<file path="config.mk">
export PLATFORM = sky130hd
export DESIGN_NAME = ctrl_fsm_mc
export DESIGN_NICKNAME = d
export VERILOG_FILES = /design/src/rtl/ctrl_pkg.sv /design/src/rtl/ctrl_wait_timer.sv /design/src/rtl/ctrl_fsm_mc.sv
export SDC_FILE = /design/constraint.sdc
export NUM_CORES = 1
export LEC_CHECK = 0
export CAP_MARGIN = 10
export CELL_PAD_IN_SITES_DETAIL_PLACEMENT = 1
export CELL_PAD_IN_SITES_GLOBAL_PLACEMENT = 1
export CORE_ASPECT_RATIO = 0.7
export CORE_MARGIN = 3
export CORE_UTILIZATION = 37
export CTS_CLUSTER_SIZE = 25
export DETAILED_ROUTE_END_ITERATION = 8
export PLACE_DENSITY_LB_ADDON = 0.3
export SLEW_MARGIN = 30
export SYNTH_ARGS = -nofsm -noshare
export SYNTH_HDL_FRONTEND = slang
export SYNTH_SLANG_ARGS = --single-unit
</file>
<file path="constraint.sdc">
create_clock -name clk -period 3.9 [get_ports clk]
set_input_delay 0.585 -clock clk [delete_from_list [all_inputs] [get_ports clk]]
set_output_delay 0.585 -clock clk [all_outputs]
set_load 0.1 [all_outputs]
</file>
<file path="src/rtl/ctrl_pkg.sv">
// Shared opcodes, FSM state encoding and ALU function codes for the multi-cycle controller.
// Latency: n/a (constants and pure functions only).
// Backpressure: n/a.
package ctrl_pkg;

    localparam logic [3:0] OP_LDA  = 4'h0;
    localparam logic [3:0] OP_STO  = 4'h1;
    localparam logic [3:0] OP_ADD  = 4'h2;
    localparam logic [3:0] OP_SUB  = 4'h3;
    localparam logic [3:0] OP_JMP  = 4'h4;
    localparam logic [3:0] OP_JGE  = 4'h5;
    localparam logic [3:0] OP_JNE  = 4'h6;
    localparam logic [3:0] OP_STOP = 4'h7;
    localparam logic [3:0] OP_AND  = 4'h8;
    localparam logic [3:0] OP_OR   = 4'h9;

    localparam logic [2:0] FS_ADD   = 3'd1;
    localparam logic [2:0] FS_SUB   = 3'd2;
    localparam logic [2:0] FS_PASSB = 3'd3;
    localparam logic [2:0] FS_INC   = 3'd4;
    localparam logic [2:0] FS_PASSA = 3'd5;
    localparam logic [2:0] FS_AND   = 3'd6;
    localparam logic [2:0] FS_OR    = 3'd7;

    typedef enum logic [1:0] {
        ST_FETCH = 2'd0,
        ST_EXEC  = 2'd1,
        ST_HALT  = 2'd2,
        ST_FAULT = 2'd3
    } state_t;

    // ALU function applied when a memory-operand instruction completes its read.
    function automatic logic [2:0] mem_fs(input logic [3:0] op);
        logic [2:0] fs;
        fs = FS_PASSB;
        case (op)
            OP_ADD:  fs = FS_ADD;
            OP_SUB:  fs = FS_SUB;
            OP_AND:  fs = FS_AND;
            OP_OR:   fs = FS_OR;
            default: fs = FS_PASSB;
        endcase
        return fs;
    endfunction

endpackage

</file>
<file path="src/rtl/ctrl_wait_timer.sv">
// Counts consecutive stalled memory cycles and flags a timeout at MAX_WAIT.
// Latency: timeout_o is combinational from the registered count and mem_rdy_i.
// Backpressure: counts only while a request is outstanding and memory is not ready.
module ctrl_wait_timer #(
    parameter int MAX_WAIT = 15
) (
    input  logic clk,
    input  logic rst_n,
    input  logic memrq_i,
    input  logic mem_rdy_i,
    input  logic state_chg_i,
    output logic timeout_o
);
    localparam int CNT_W = $clog2(MAX_WAIT + 1);

    logic [CNT_W-1:0] wait_cnt_q;
    logic [CNT_W-1:0] wait_cnt_d;

    // Next count: restart on completion or any state change, otherwise count stalls.
    always_comb begin
        wait_cnt_d = wait_cnt_q;
        if (mem_rdy_i || state_chg_i) begin
            wait_cnt_d = '0;
        end else if (memrq_i) begin
            wait_cnt_d = wait_cnt_q + CNT_W'(1);
        end
    end

    // Count register with synchronous reset.
    always_ff @(posedge clk) begin
        if (!rst_n) begin
            wait_cnt_q <= '0;
        end else begin
            wait_cnt_q <= wait_cnt_d;
        end
    end

    // A ready response in the limit cycle still wins over the timeout.
    assign timeout_o = memrq_i && !mem_rdy_i && (wait_cnt_q == CNT_W'(MAX_WAIT));

endmodule

</file>
<file path="src/rtl/ctrl_fsm_mc.sv">
// Multi-cycle FETCH/EXEC/HALT/FAULT controller for the accumulator CPU, with retired-instruction count.
// Latency: 1 cycle FETCH + 1 cycle EXEC per instruction at zero wait states; outputs are combinational.
// Backpressure: memrq holds while mem_rdy=0, up to MAX_WAIT stalls, then FAULT. Macro CTRL_ILLEGAL_TRAP_EN traps illegal opcodes.
module ctrl_fsm_mc
    import ctrl_pkg::*;
#(
    parameter int OPC_W    = 4,
    parameter int FS_W     = 3,
    parameter int MAX_WAIT = 15,
    parameter int ICNT_W   = 16
) (
    input  logic              clk,
    input  logic              rst_n,
    input  logic [OPC_W-1:0]  in_opcode,
    input  logic              acc_msb,
    input  logic              accz,
    input  logic              mem_rdy,
    output logic              ir_ce,
    output logic              pc_ce,
    output logic              acc_ce,
    output logic              acc_oe,
    output logic              a_sel,
    output logic              b_sel,
    output logic [FS_W-1:0]   alu_fs,
    output logic              memrq,
    output logic              rnw,
    output logic              halted,
    output logic              fault,
    output logic [ICNT_W-1:0] icount
);
    state_t              state_q;
    state_t              state_d;
    logic [ICNT_W-1:0]   icount_q;
    logic                timeout;
    logic                retire;

    ctrl_wait_timer #(
        .MAX_WAIT (MAX_WAIT)
    ) u_wait_timer (
        .clk         (clk),
        .rst_n       (rst_n),
        .memrq_i     (memrq),
        .mem_rdy_i   (mem_rdy),
        .state_chg_i (state_d != state_q),
        .timeout_o   (timeout)
    );

    // Next state and datapath controls; reset forces every output idle.
    always_comb begin
        state_d = state_q;
        ir_ce   = 1'b0;
        pc_ce   = 1'b0;
        acc_ce  = 1'b0;
        acc_oe  = 1'b0;
        a_sel   = 1'b0;
        b_sel   = 1'b0;
        alu_fs  = '0;
        memrq   = 1'b0;
        rnw     = 1'b1;
        halted  = 1'b0;
        fault   = 1'b0;
        case (state_q)
            ST_FETCH: begin
                memrq = 1'b1;
                if (mem_rdy) begin
                    ir_ce   = 1'b1;
                    pc_ce   = 1'b1;
                    alu_fs  = FS_W'(FS_INC);
                    state_d = ST_EXEC;
                end
            end
            ST_EXEC: begin
                state_d = ST_FETCH;
                case (in_opcode)
                    OPC_W'(OP_LDA), OPC_W'(OP_ADD), OPC_W'(OP_SUB),
                    OPC_W'(OP_AND), OPC_W'(OP_OR): begin
                        memrq = 1'b1;
                        a_sel = 1'b1;
                        if (mem_rdy) begin
                            acc_ce = 1'b1;
                            b_sel  = 1'b1;
                            alu_fs = FS_W'(mem_fs(in_opcode[3:0]));
                        end else begin
                            state_d = ST_EXEC;
                        end
                    end
                    OPC_W'(OP_STO): begin
                        memrq  = 1'b1;
                        rnw    = 1'b0;
                        a_sel  = 1'b1;
                        acc_oe = 1'b1;
                        if (!mem_rdy) begin
                            state_d = ST_EXEC;
                        end
                    end
                    OPC_W'(OP_JMP), OPC_W'(OP_JGE), OPC_W'(OP_JNE): begin
                        if ((in_opcode == OPC_W'(OP_JMP)) ||
                            (in_opcode == OPC_W'(OP_JGE) && !acc_msb) ||
                            (in_opcode == OPC_W'(OP_JNE) && !accz)) begin
                            pc_ce  = 1'b1;
                            a_sel  = 1'b1;
                            alu_fs = FS_W'(FS_PASSA);
                        end
                    end
                    OPC_W'(OP_STOP): begin
                        state_d = ST_HALT;
                    end
                    default: begin
`ifdef CTRL_ILLEGAL_TRAP_EN
                        state_d = ST_FAULT;
`else
                        state_d = ST_FETCH;
`endif
                    end
                endcase
            end
            ST_HALT: begin
                halted = 1'b1;
            end
            default: begin
                fault = 1'b1;
            end
        endcase
        // Stall limit reached without a ready response.
        if (timeout) begin
            state_d = ST_FAULT;
        end
        if (!rst_n) begin
            ir_ce  = 1'b0;
            pc_ce  = 1'b0;
            acc_ce = 1'b0;
            acc_oe = 1'b0;
            a_sel  = 1'b0;
            b_sel  = 1'b0;
            alu_fs = '0;
            memrq  = 1'b0;
            rnw    = 1'b1;
            halted = 1'b0;
            fault  = 1'b0;
        end
    end

    assign retire = (state_q == ST_EXEC) && ((state_d == ST_FETCH) || (state_d == ST_HALT));

    // State register; HALT and FAULT are left only through reset.
    always_ff @(posedge clk) begin
        if (!rst_n) begin
            state_q <= ST_FETCH;
        end else begin
            state_q <= state_d;
        end
    end

    // Retired-instruction counter, wraps naturally.
    always_ff @(posedge clk) begin
        if (!rst_n) begin
            icount_q <= '0;
        end else if (retire) begin
            icount_q <= icount_q + ICNT_W'(1);
        end
    end

    assign icount = icount_q;

endmodule

</file>
==> flow_summary.json, run 1 <==
{
  "fin_crit_sh_pct": 81.77,
  "multiInputGateArea_sq_um": 884.6,
  "num_antenna_cells": 0,
  "cts_setup_buffers": 0,
  "cts.sinks": 22,
  "layout.cells.non_filler": 247,
  "slew_violations": 0,
  "p_leak_nw": 0.5874,
  "worstHoldPathCells": 2,
  "register_area_sq_um": 440.4,
  "drtIter0Drc": 84,
  "place_worst_setup_slack_ns": 0.7794,
  "grt_overflow_total": 0,
  "die_width_um": 79.06,
  "final_util_pct": 52.90,
  "clockRootBuffer": "clkbuf_8",
  "io_pins": 38,
  "synth_nets": 181,
  "cts_max_level": 1,
  "ctsResizeCount": 0,
  "p_total_uw": 477.1,
  "r2r_setup_slack_ns": 1.67,
  "async_reset_ff_share_pct": 0,
  "worst_slew_pin_slew_ns": 0.9777,
  "grt_pass1_wl_mm": 6.837,
  "yosys_warnings": 0,
  "worstSkewPairLatency_ns": 0.26,
  "worstSetupPathType": "input pin to output pin",
  "fin_crit_ns": 3.189,
  "final-hold-violation-count": 0,
  "clk_pin_slew_worst_paths_ns": 0.08,
  "cp_common_cell": "o21ai_0",
  "std_cell_rows": 17,
  "finalClockSkew_ns": 0.004126,
  "reg2regPathDepth": 4,
  "tritoncts": "done",
  "synth_flop_cell": "dfxtp_1",
  "dpl.hpwl_mm": 3.166,
  "dp_cells": 244,
  "ir_drop_mv": 0.1944,
  "fin_ws_ns": 0.7109,
  "drc": 0,
  "grt_pass1_vias": 1427,
  "drive_above_1_share_pct": 12.00,
  "cts_buffers": 3,
  "maxCapViolations": 0,
  "slew_headroom_pct": 34.61,
  "grt_setup_unrepaired": "false",
  "globalRouteTotalUtil_pct": 18.58,
  "hold_buffers": 0,
  "gp_congestion": 0.7745,
  "min_path_type": "register to register",
  "nets": 213,
  "netlist_area_sq_mm": 0.001383,
  "fmax_mhz": 313.6,
  "initial_core_util_pct": 41.14,
  "slowest_delay_ns": 0.70,
  "synth_cells": 170,
  "drt-pass1-iter-count": 4,
  "dieArea_sq_mm": 0.004518,
  "grt_max_degree": 20,
  "worst_r2r_endpoint": "icount[11]",
  "final_common_cell": "clkdlybuf4s50_1",
  "vias_per_cell": 5.822,
  "core_sq_mm": 0.003361,
  "critPathMaxFanout": 10,
  "crit_arrival_ns": 2.60,
  "vias": 1438,
  "startpoint_type": "input pin",
  "final_cell_mix": "clkdlybuf4s50_1 (24), dfxtp_1 (22), a21oi_1 (17), nor2_1 (15), buf_4 (13)",
  "clockBufferDepth": 2,
  "crit_chain": "clkdlybuf4s50_1 > a21oi_1 > o21ai_0 > o21ai_0 > a31o_2 > buf_4",
  "startpoint": "in_opcode[1]",
  "grt_antenna_before_repair": 0,
  "detail_route.wl_per_cell_um": 16.96,
  "filler_cell_count": 421,
  "synth_edf_count": 0,
  "synth.area.top_cells": "dfxtp_1 (32%), a21oi_1 (6.2%), xnor2_1 (4.4%)",
  "critPathCapture": "alu_fs[2]",
  "r2r-start": "state_q[0]",
  "yosysUniqueCellTypes": 44,
  "finalSetupTns_ns": 0,
  "slowest_stage": "clkdlybuf4s50_1",
  "endpoint_kind": "output pin",
  "syn2layout_area_growth_pct": 28.60,
  "wl_mm": 4.189,
  "synth_top_area_share_pct": 31.86,
  "status": "completed",
  "ys_ff_latch": 22,
  "die_h_um": 57.15,
  "portBuffers": 37,
  "yosys.area.top_type": "dfxtp_1",
  "p_per_area_mw_per_mm2": 268.4,
  "setup_viol": 0,
  "ys_seq_area_share_pct": 31.86,
  "synth.avg_cell_area_sq_um": 8.133,
  "ant_nets": 0,
  "crit_required_ns": 3.31
}
[flip-flops by register name, summed over array words and instances (netlist names)]
signal	flops
icount	16
u_wait_timer.wait_cnt_q	4
state_q	2
[worst max-delay path, delay by kind of cell]
family	cells	cell delay (ns)
AO/OA/AOI/OAI	4	1.09
buffers and inverters	2	0.93
[through the flow]
| stage | hold slack, ns | cell area [sq um] |
|---|---|---|
| after floorplan | 0.5142 | 1394 |
| after global placement | 0.4602 | 1729 |
| after detailed placement | 0.4822 | 1729 |
| after CTS | 0.4961 | 1770 |
| after global routing | 0.5290 | 1778 |
| final | 0.4941 | 1778 |
[Yosys cell counts, types with 2 or more instances]
| library cell | number |
|---|---|
| nor3b_1 | 3 |
| xnor2_1 | 7 |
| ha_1 | 2 |
| dfxtp_1 | 22 |
| a21oi_1 | 17 |
| and2_1 | 2 |
| nor3_1 | 7 |
| clkbuf_1 | 2 |
| nand2b_1 | 5 |
| buf_4 | 3 |
| a211oi_1 | 2 |
| nand3_1 | 4 |
| or4_1 | 8 |
| nand4_1 | 6 |
| a21o_1 | 2 |
| or3_1 | 5 |
| inv_1 | 3 |
| nor2b_1 | 2 |
| mux2i_1 | 2 |
| o21ai_0 | 7 |
| buf_2 | 4 |
| nand3b_1 | 3 |
| nor2_1 | 15 |
| and4_1 | 2 |
| nor4_1 | 2 |
| o31ai_1 | 7 |
| nand2_1 | 8 |
| and3_1 | 2 |
[cell type report]
| cell class | instances | share of cell area, % |
|---|---|---|
| flip-flops and latches | 22 | 24.77 |
| repair buffers | 37 | 19.00 |
| inverters | 4 | 0.8445 |
| clock buffers | 3 | 2.322 |
| multi-input cells | 134 | 49.75 |
| well taps | 47 | 3.308 |
[how the worst min path moves through the flow]
| stage | start | endpoint | slack [ns] |
|---|---|---|---|
| 2_1_floorplan | u_wait_timer.wait_cnt_q[3] | u_wait_timer.wait_cnt_q[3] | 0.51 |
| 3_3_place_gp | icount[15] | icount[15] | 0.46 |
| 3_5_place_dp | icount[15] | icount[15] | 0.48 |
| 4_1_cts | icount[15] | icount[15] | 0.50 |
| 5_1_grt | icount[15] | icount[15] | 0.53 |
| 6_report | icount[15] | icount[15] | 0.49 |
[cells by family (layout without fill, tap and decap cells)]
kind of cell	count (synthesis)	in the layout	share of synthesized area (%)
xor+xnor	8	8	5.068
compound gates	42	42	20.18
flops	22	22	31.86
simple gates	80	80	34.12
fa+ha+maj	2	2	1.810
mux	2	2	1.448
buf+inv	14	44	5.520
[report_power, final]
part | internal (mW) | leakage [nW] | switching, mW
combinational | 0.0293 | 0.388 | 0.0737
sequential | 0.227 | 0.178 | 0.00665
clock | 0.0689 | 0.0216 | 0.0716
[metal layers]
layer	up-vias	wire, um	GRT usage (%)	share of wire [%]
met5	-	0	0	0
met4	0	12	2.206	0.29
met3	2	200	4.101	4.8
met2	38	2104	31.89	50
met1	703	1872	24.74	45
li1	695	-	-	-
No activity file was read; power rests on OpenSTA's default activity.
==> run 2: changes to the inputs <==
--- a/config.mk
+++ b/config.mk
@@ -10,7 +10,7 @@
 export CELL_PAD_IN_SITES_GLOBAL_PLACEMENT = 1
 export CORE_ASPECT_RATIO = 0.7
 export CORE_MARGIN = 3
-export CORE_UTILIZATION = 37
+export CORE_UTILIZATION = 31
 export CTS_CLUSTER_SIZE = 25
 export DETAILED_ROUTE_END_ITERATION = 8
 export PLACE_DENSITY_LB_ADDON = 0.3
==> constraint.sdc (replaced) <==
create_clock -name clk -period 2.6 [get_ports clk]
set_input_delay 0.39 -clock clk [delete_from_list [all_inputs] [get_ports clk]]
set_output_delay 0.39 -clock clk [all_outputs]
set_load 0.1 [all_outputs]
==> flow_summary.json, run 2 (synthesized netlist as in run 1, its figures left out) <==
{
  "slew_violations": 0,
  "critPathMaxFanout": 7,
  "reg2regPathDepth": 4,
  "status": "completed",
  "maxCapViolations": 0,
  "p_per_area_mw_per_mm2": 426.5,
  "r2r_setup_slack_ns": 0.46,
  "setup_viol": 0,
  "initial_core_util_pct": 33.62,
  "multiInputGateArea_sq_um": 900.9,
  "io_pins": 38,
  "vias": 1470,
  "pwr-share-seq_pct": 40.6,
  "layout.cells.non_filler": 260,
  "min_path_type": "register to register",
  "r2r-start": "state_q[0]",
  "worst_slew_pin_slew_ns": 0.8803,
  "cts_buffers": 3,
  "endpoint_kind": "output pin",
  "die_h_um": 61.88,
  "fin_hold_ws_ns": 0.4986,
  "gp_congestion": 0.8152,
  "crit_required_ns": 2.21,
  "dp_cells": 256,
  "globalRouteTotalUtil_pct": 17.96,
  "cts.sinks": 22,
  "slew_headroom_pct": 41.21,
  "clockRootBuffer": "clkbuf_8",
  "startpoint_type": "input pin",
  "internal-power_uw": 611.8,
  "vias_per_cell": 5.654,
  "final_cell_mix": "buf_4 (23), dfxtp_1 (22), a21oi_1 (15), nor2_1 (14), buf_12 (13)",
  "worstSkewPairLatency_ns": 0.27,
  "switching_share_pct": 28.66,
  "std_cell_rows": 19,
  "startpoint": "in_opcode[3]",
  "worst_r2r_endpoint": "icount[11]",
  "detail_route.wl_per_cell_um": 17.59,
  "dpl.hpwl_mm": 3.507,
  "place_worst_setup_slack_ns": -0.01008,
  "portBuffers": 37,
  "num_antenna_cells": 0,
  "p_total_uw": 857.6,
  "grt_pass1_vias": 1445,
  "ant_nets": 0,
  "comb_power_share_pct": 21.5,
  "drive_above_1_share_pct": 25.48,
  "grt_overflow_total": 0,
  "final-hold-violation-count": 0,
  "drtIter0Drc": 60,
  "wl_mm": 4.574,
  "place_area_sq_mm": 0.001934,
  "tritoncts": "done",
  "nets": 220,
  "fin_ws_ns": 0.1114,
  "cts_max_level": 1,
  "crit_arrival_ns": 2.10,
  "fin_crit_ns": 2.489,
  "drt-pass1-iter-count": 4,
  "fmax_mhz": 401.8,
  "filler_cell_count": 499,
  "grt_antenna_before_repair": 0,
  "largest_reg_flops": 16,
  "holdCritStartpoint": "icount[15]",
  "finalClockSkew_ns": 0.008163,
  "grt_max_degree": 18,
  "clk_pin_slew_worst_paths_ns": 0.08,
  "final_common_cell": "buf_4",
  "clockBufferDepth": 2,
  "p_leak_nw": 0.7319,
  "register_area_sq_um": 440.4,
  "critPathCapture": "alu_fs[2]",
  "switching_power_uw": 245.8,
  "cts_setup_buffers": 0,
  "syn2layout_area_growth_pct": 45.43,
  "dieArea_sq_mm": 0.005310,
  "die_width_um": 85.82,
  "grt_setup_unrepaired": "true",
  "postLayoutCellArea_sq_mm": 0.002011,
  "drc": 0,
  "ir_drop_mv": 0.2473,
  "grt_pass1_wl_mm": 7.534,
  "fin_crit_sh_pct": 95.71,
  "core_sq_mm": 0.004113,
  "worstSetupPathType": "input pin to output pin",
  "power.share.clock_pct": 37.8
}
-- run 2: how the worst min path moves through the flow --
stage,end,slack [ns],cells past startpoint
4_1_cts,icount[15],0.50,2
6_report,icount[15],0.50,2
5_1_grt,icount[15],0.53,2
3_5_place_dp,icount[15],0.48,2
3_3_place_gp,icount[15],0.46,2
2_1_floorplan,u_wait_timer.wait_cnt_q[3],0.51,2
-- run 2: layer usage --
metal  up-vias  global-route usage (%)  wire length [um]
met2        33                   30.20              2173
met5         -                       0                 0
met1       726                   25.10              2152
met4         0                  0.9029                 8
li1        709                       -                 -
met3         2                   4.084               239
-- run 2: worst max-delay path, stage by stage --
cell and delay, ns:
clkdlybuf4s50_1 0.55, or3b_2 0.58, nor2_1 0.11, a21oi_1 0.05, a31o_2 0.24, buf_12 0.17
-- run 2: through the flow --
step | utilization (%) | setup TNS, ns
after floorplan | - | -0.7792
after global placement | 47.03 | 0
after detailed placement | 47.03 | -0.01008
after CTS | 48.77 | 0
after global routing | 48.89 | -0.001339
final | 48.89 | 0
-- run 2: repair_timing --
action                                  4_1_cts  5_1_grt
resized for setup                             0        2
hold buffers                                  0        0
endpoints found under the setup margin        0        3
-- run 2: power by group through the flow --
| stage | sequential [mW] | clock [mW] | combinational [mW] |
|---|---|---|---|
| 2_1_floorplan | 0.365 | 0 | 0.110 |
| 3_3_place_gp | 0.356 | 0 | 0.180 |
| 3_5_place_dp | 0.356 | 0 | 0.184 |
| 4_1_cts | 0.348 | 0.329 | 0.185 |
| 5_1_grt | 0.350 | 0.343 | 0.196 |
| 6_report | 0.349 | 0.325 | 0.185 |
-- run 2: area by class of cell --
| class | instances | share of cell area, % |
|---|---|---|
| repair buffers | 44 | 25.76 |
| flip-flops and latches | 22 | 21.90 |
| multi-input cells | 134 | 44.80 |
| well taps | 52 | 3.236 |
| inverters | 4 | 0.7467 |
| clock buffers | 3 | 2.054 |
| clock inverters | 1 | 1.493 |
